[src/rtl/sram_write_arb.sv]
// Arbitrates SRAM write cycles between the clear engine and a FIFO of pixel writes.
// Clear strobes always win; buffered pixels drain oldest-first whenever no clear is active.
module sram_write_arb #(
  parameter int ADDR_W     = 20,
  parameter int DATA_W     = 16,
  parameter int FIFO_DEPTH = 8
) (
  input  logic                          Clk,
  input  logic                          Reset,
  input  logic                          clear_write,
  input  logic [ADDR_W-1:0]             clear_addr,
  input  logic                          px_valid,
  input  logic [ADDR_W-1:0]             px_addr,
  input  logic [DATA_W-1:0]             px_data,
  output logic                          px_ready,
  output logic [ADDR_W-1:0]             SRAM_ADDR,
  output logic [DATA_W-1:0]             SRAM_DQ_OUT,
  output logic                          SRAM_DQ_OE,
  output logic                          SRAM_WE_N,
  output logic [$clog2(FIFO_DEPTH):0]   fifo_level,
  output logic                          clearing
);

  localparam int PTR_W = $clog2(FIFO_DEPTH);
  localparam int LVL_W = PTR_W + 1;
  localparam int ENT_W = ADDR_W + DATA_W;

  // CLEAR occupies bit 0 so that the clearing flag is a plain flop output.
  typedef enum logic [1:0] {
    IDLE  = 2'b00,
    CLEAR = 2'b01,
    DRAW  = 2'b10
  } state_t;

  state_t state_reg;
  state_t state_next;

  logic [ENT_W-1:0]  mem [FIFO_DEPTH];
  logic [PTR_W-1:0]  wr_ptr_reg;
  logic [PTR_W-1:0]  rd_ptr_reg;
  logic [LVL_W-1:0]  level_reg;

  logic [ADDR_W-1:0] sram_addr_reg;
  logic [DATA_W-1:0] sram_data_reg;
  logic              sram_oe_reg;
  logic              sram_we_n_reg;

  logic              push;
  logic              pop;
  logic [ENT_W-1:0]  head;

  assign px_ready = (level_reg != LVL_W'(FIFO_DEPTH));
  assign push     = px_valid && px_ready;
  assign head     = mem[rd_ptr_reg];

  // Decision uses the registered level, so a pixel pushed this cycle cannot
  // be popped until the next one.
  always_comb begin
    state_next = IDLE;
    if (clear_write)
      state_next = CLEAR;
    else if (level_reg != '0)
      state_next = DRAW;
  end

  assign pop = (state_next == DRAW);

  always_ff @(posedge Clk) begin
    if (push)
      mem[wr_ptr_reg] <= {px_addr, px_data};
  end

  always_ff @(posedge Clk or posedge Reset) begin
    if (Reset) begin
      wr_ptr_reg <= '0;
      rd_ptr_reg <= '0;
      level_reg  <= '0;
    end else begin
      if (push)
        wr_ptr_reg <= wr_ptr_reg + PTR_W'(1);
      if (pop)
        rd_ptr_reg <= rd_ptr_reg + PTR_W'(1);
      case ({push, pop})
        2'b10:   level_reg <= level_reg + LVL_W'(1);
        2'b01:   level_reg <= level_reg - LVL_W'(1);
        default: level_reg <= level_reg;
      endcase
    end
  end

  always_ff @(posedge Clk or posedge Reset) begin
    if (Reset) begin
      state_reg     <= IDLE;
      sram_addr_reg <= '0;
      sram_data_reg <= '0;
      sram_oe_reg   <= 1'b0;
      sram_we_n_reg <= 1'b1;
    end else begin
      state_reg <= state_next;
      case (state_next)
        CLEAR: begin
          sram_addr_reg <= clear_addr;
          sram_data_reg <= '0;
          sram_oe_reg   <= 1'b1;
          sram_we_n_reg <= 1'b0;
        end
        DRAW: begin
          sram_addr_reg <= head[ENT_W-1:DATA_W];
          sram_data_reg <= head[DATA_W-1:0];
          sram_oe_reg   <= 1'b1;
          sram_we_n_reg <= 1'b0;
        end
        default: begin
          // Address and data hold so the bus does not toggle while idle.
          sram_oe_reg   <= 1'b0;
          sram_we_n_reg <= 1'b1;
        end
      endcase
    end
  end

  assign SRAM_ADDR   = sram_addr_reg;
  assign SRAM_DQ_OUT = sram_data_reg;
  assign SRAM_DQ_OE  = sram_oe_reg;
  assign SRAM_WE_N   = sram_we_n_reg;
  assign fifo_level  = level_reg;
  assign clearing    = state_reg[0];

endmodule

[config.mk]
export PLATFORM = sky130hd
export DESIGN_NAME = sram_write_arb
export DESIGN_NICKNAME = d
export VERILOG_FILES = /design/src/rtl/sram_write_arb.sv
export SDC_FILE = /design/constraint.sdc
export NUM_CORES = 1
export LEC_CHECK = 0
export CORE_ASPECT_RATIO = 2
export CORE_UTILIZATION = 35
export DETAILED_ROUTE_END_ITERATION = 8
export GPL_TIMING_DRIVEN = 0
export PLACE_DENSITY_LB_ADDON = 0.08
export REMOVE_ABC_BUFFERS = 1
export SYNTH_ARGS = -nofsm -noshare
export SYNTH_HDL_FRONTEND = slang
export SYNTH_SLANG_ARGS = --single-unit
[constraint.sdc]
create_clock -name Clk -period 9 [get_ports Clk]
set_clock_uncertainty 0.1 [all_clocks]
set_input_delay 1.8 -clock Clk [delete_from_list [all_inputs] [get_ports Clk]]
set_output_delay 1.8 -clock Clk [all_outputs]
set_load 0.1 [all_outputs]
==> impl_metrics.py <==
metrics = {
    "clock_tree": {
        "clockBufferDepth": 3,
        "postCtsSetupBuffers": 0,
        "cts_buffers": 30,
        "hold_buffers": 0,
        "cts_resized": 0,
        "htree_levels": 1,
        "numClockSinks": 337,
        "cts.clk_slew.worst_paths_ns": 0.07,
        "cts_tree": "done",
        "insertion_delay_ns": 0.56,
        "cts.root.buffer_cell": "clkbuf_16",
    },
    "global_routing": {
        "gr-total-overflow": 0,
        "grtUsageTotal_pct": 16.8,
        "antenna_found_initial": 0,
        "grt_pass1_wl_um": 44700,
        "grt_pass1_vias": 7013,
        "grt_max_degree": 39,
    },
    "pwr": {
        "pwr-share-clk_pct": 24.2,
        "p_leak_nw": 5.19,
        "swShare_pct": 36.5,
        "power_switching_mw": 1.98,
        "seq_power_share_pct": 40.2,
        "p_comb_share_pct": 35.5,
        "p_per_area_mw_per_mm2": 345,
        "vdd_drop_max_v": 0.000287,
        "power.internal_mw": 3.44,
    },
    "route": {
        "first_pass_iters": 6,
        "first_iter_violations": 385,
        "wl_um": 29500,
        "drc_errors": 0,
        "num_vias": 6267,
        "wire_per_inst_um": 24.2,
        "ant_nets": 0,
        "routed_via_density": 5.15,
    },
    "finish": {
        "multiInputGateArea_mm2": 0.00268,
        "final_cells": 1218,
        "drive_above_1_share_pct": 24.5,
        "fin_area_mm2": 0.0157,
        "top_register": "mem",
        "insertedDiodeCount": 0,
        "nets": 809,
        "fillCellCount": 3061,
        "area_delta_synth_final_pct": 23.8,
        "seqCellArea_mm2": 0.00988,
        "largest_register_ffs": 288,
    },
    "sta": {
        "finalCritPeriodShare_pct": 56.7,
        "finalSetupViolations": 0,
        "max_freq_mhz": 196,
        "timing.final.ws_setup_ns": 3.90,
        "finalHoldViolations": 0,
        "slew_headroom_pct": 19.5,
        "slew_violations": 0,
        "finalSetupTns_ns": 0,
        "fin_crit_ns": 5.10,
        "tightest_slew_ns": 1.21,
        "grt_setup_unrepaired": "no",
    },
    "die": {
        "die_area_mm2": 0.0370,
        "io_pins": 104,
        "core_mm2": 0.0357,
        "die_w_um": 137,
        "rows": 98,
        "die_y_um": 271,
        "start_util_pct": 35.5,
    },
    "yosys": {
        "synth_cells": 600,
        "yosys_register_bits": 337,
        "async_reset_ff_share_pct": 14.5,
        "syn-cell-area_mm2": 0.0127,
        "synth_warnings": 0,
        "synth_area_per_cell_um2": 21.1,
        "synth.distinct_cells": 35,
        "yosys_most_used_dff": "edfxtp_1",
        "synth_edf_count": 288,
        "ys_seq_area_share_pct": 77.9,
    },
    "min_path": {
        "hp-class": "reg2reg",
        "min_path_cells": 2,
    },
    "status": {
        "outcome": "finished clean",
    },
    "worst_setup_path": {
        "crit_required_ns": 9.34,
        "critPathMaxFanout": 23,
        "worstPathCellList": "clkdlybuf4s50_1, inv_1, nand2_1, clkinv_1, nand2_1, nand2_1",
        "critPathSlowestCell": "nand2_1",
        "critPathKind": "in2reg",
        "cp_slowest_stage_delay_ns": 1.08,
        "cp_common_cell": "nand2_1",
        "cp-end-kind": "flip-flop",
        "critPathLaunchType": "primary input",
        "r2r.worst_path.cells": 5,
        "cp.arrival_ns": 5.44,
    },
    "placement": {
        "placed_cells": 1162,
        "gp_congestion": 0.637,
        "dpl.hpwl_um": 18700,
        "dp_slack_ns": 3.04,
        "io_buffers": 103,
        "dpl_cell_area_mm2": 0.0147,
    },
    "flow_run": {
        "max-cap-violations": 0,
    },
}
-- power groups by stage --
stage | Sequential (mW) | Clock (mW) | Combinational (mW)
2_1_floorplan | 2.83 | 0 | 0.726
5_1_grt | 2.21 | 1.40 | 2.03
3_5_place_dp | 2.22 | 0 | 1.96
3_3_place_gp | 2.35 | 0 | 1.80
6_report | 2.18 | 1.31 | 1.93
4_1_cts | 2.19 | 1.35 | 1.97
-- critical path: cells and delay by family --
family                 cells  cell delay [ns]
buffers and inverters      3             2.18
AND/OR/NAND/NOR            3             1.42
-- cell type report --
cell class / count / area share [%]
Tap cell: 450 / 3.59
Sequential cell: 337 / 63.0
Multi-Input combinational cell: 230 / 17.1
Timing Repair Buffer: 142 / 9.87
Clock buffer: 36 / 5.19
Clock inverter: 20 / 1.20
Inverter: 3 / 0.0718
-- synth_stat cells (5+ instances only) --
library cell  instances  area (um2)
xor2_1                5        43.8
o22ai_1              40         250
dfrtp_1              48        1200
mux4_2               63        1420
nor3_1                5        25.0
nor2_1               26        97.6
nand2_1              35         131
buf_2                11        55.1
clkbuf_1             14        52.6
edfxtp_1            288        8650
a22oi_1               6        45.0
a22oi_2              10         125
mux4_4                9         225
ha_1                  5        62.6
-- per-layer routing --
metal | wire (um) | track usage [%] | vias to the layer above
li1 | - | - | 2754
met1 | 11700 | 20.8 | 3339
met2 | 16200 | 30.0 | 139
met3 | 1110 | 2.19 | 35
met4 | 527 | 5.06 | 0
met5 | 0 | 0 | -
-- stage by stage --
stage          utilization (%)  hold WS, ns  power, mW
2_1_floorplan                -        0.394       3.56
3_3_place_gp              39.5        0.354       4.16
3_5_place_dp              41.2        0.360       4.18
4_1_cts                   44.0        0.376       5.50
5_1_grt                   44.0        0.392       5.65
6_report                  44.0        0.367       5.42
-- kinds of logic (layout without fill, tap and decap cells) --
kind of cell             Yosys count  count (layout)  share of synthesized area [%]
AO/OA/AOI/OAI                     60              60                           3.54
XOR/XNOR                           9               9                          0.622
adder cells (fa/ha/maj)            5               5                          0.494
buffers and inverters             33             201                           1.39
flip-flops                       337             337                           77.9
multiplexers                      75              75                           13.2
AND/OR/NAND/NOR                   81              81                           2.77
-- placed cells by master (no fill, tap or decap), drive strengths merged, types with 2 or more instances in the layout --
cell type,count
a21oi,2
a22oi,16
buf,39
bufinv,3
clkbuf,36
clkdlybuf4s50,103
clkinv,15
clkinvlp,2
dfrtp,48
edfxtp,288
ha,5
inv,3
mux2,3
mux4,72
nand2,36
nand2b,3
nand3,3
nor2,26
nor3,5
nor4,2
o22ai,40
xnor2,4
xor2,5
-- worst paths after layout --
check                                    start  slack (ns)         endpoint
worst max-delay path               clear_write        3.90  SRAM_DQ_OUT[12]
worst min register to register  SRAM_DQ_OUT[3]        0.37   SRAM_DQ_OUT[3]
worst max register to register   fifo_level[2]        5.73  SRAM_DQ_OUT[12]
worst min-delay path            SRAM_DQ_OUT[3]        0.37   SRAM_DQ_OUT[3]
min in group asynchronous                Reset        1.59   SRAM_DQ_OUT[3]
max in group asynchronous                Reset        6.58    rd_ptr_reg[1]
Note: power is estimated with default switching activity, not from simulation.
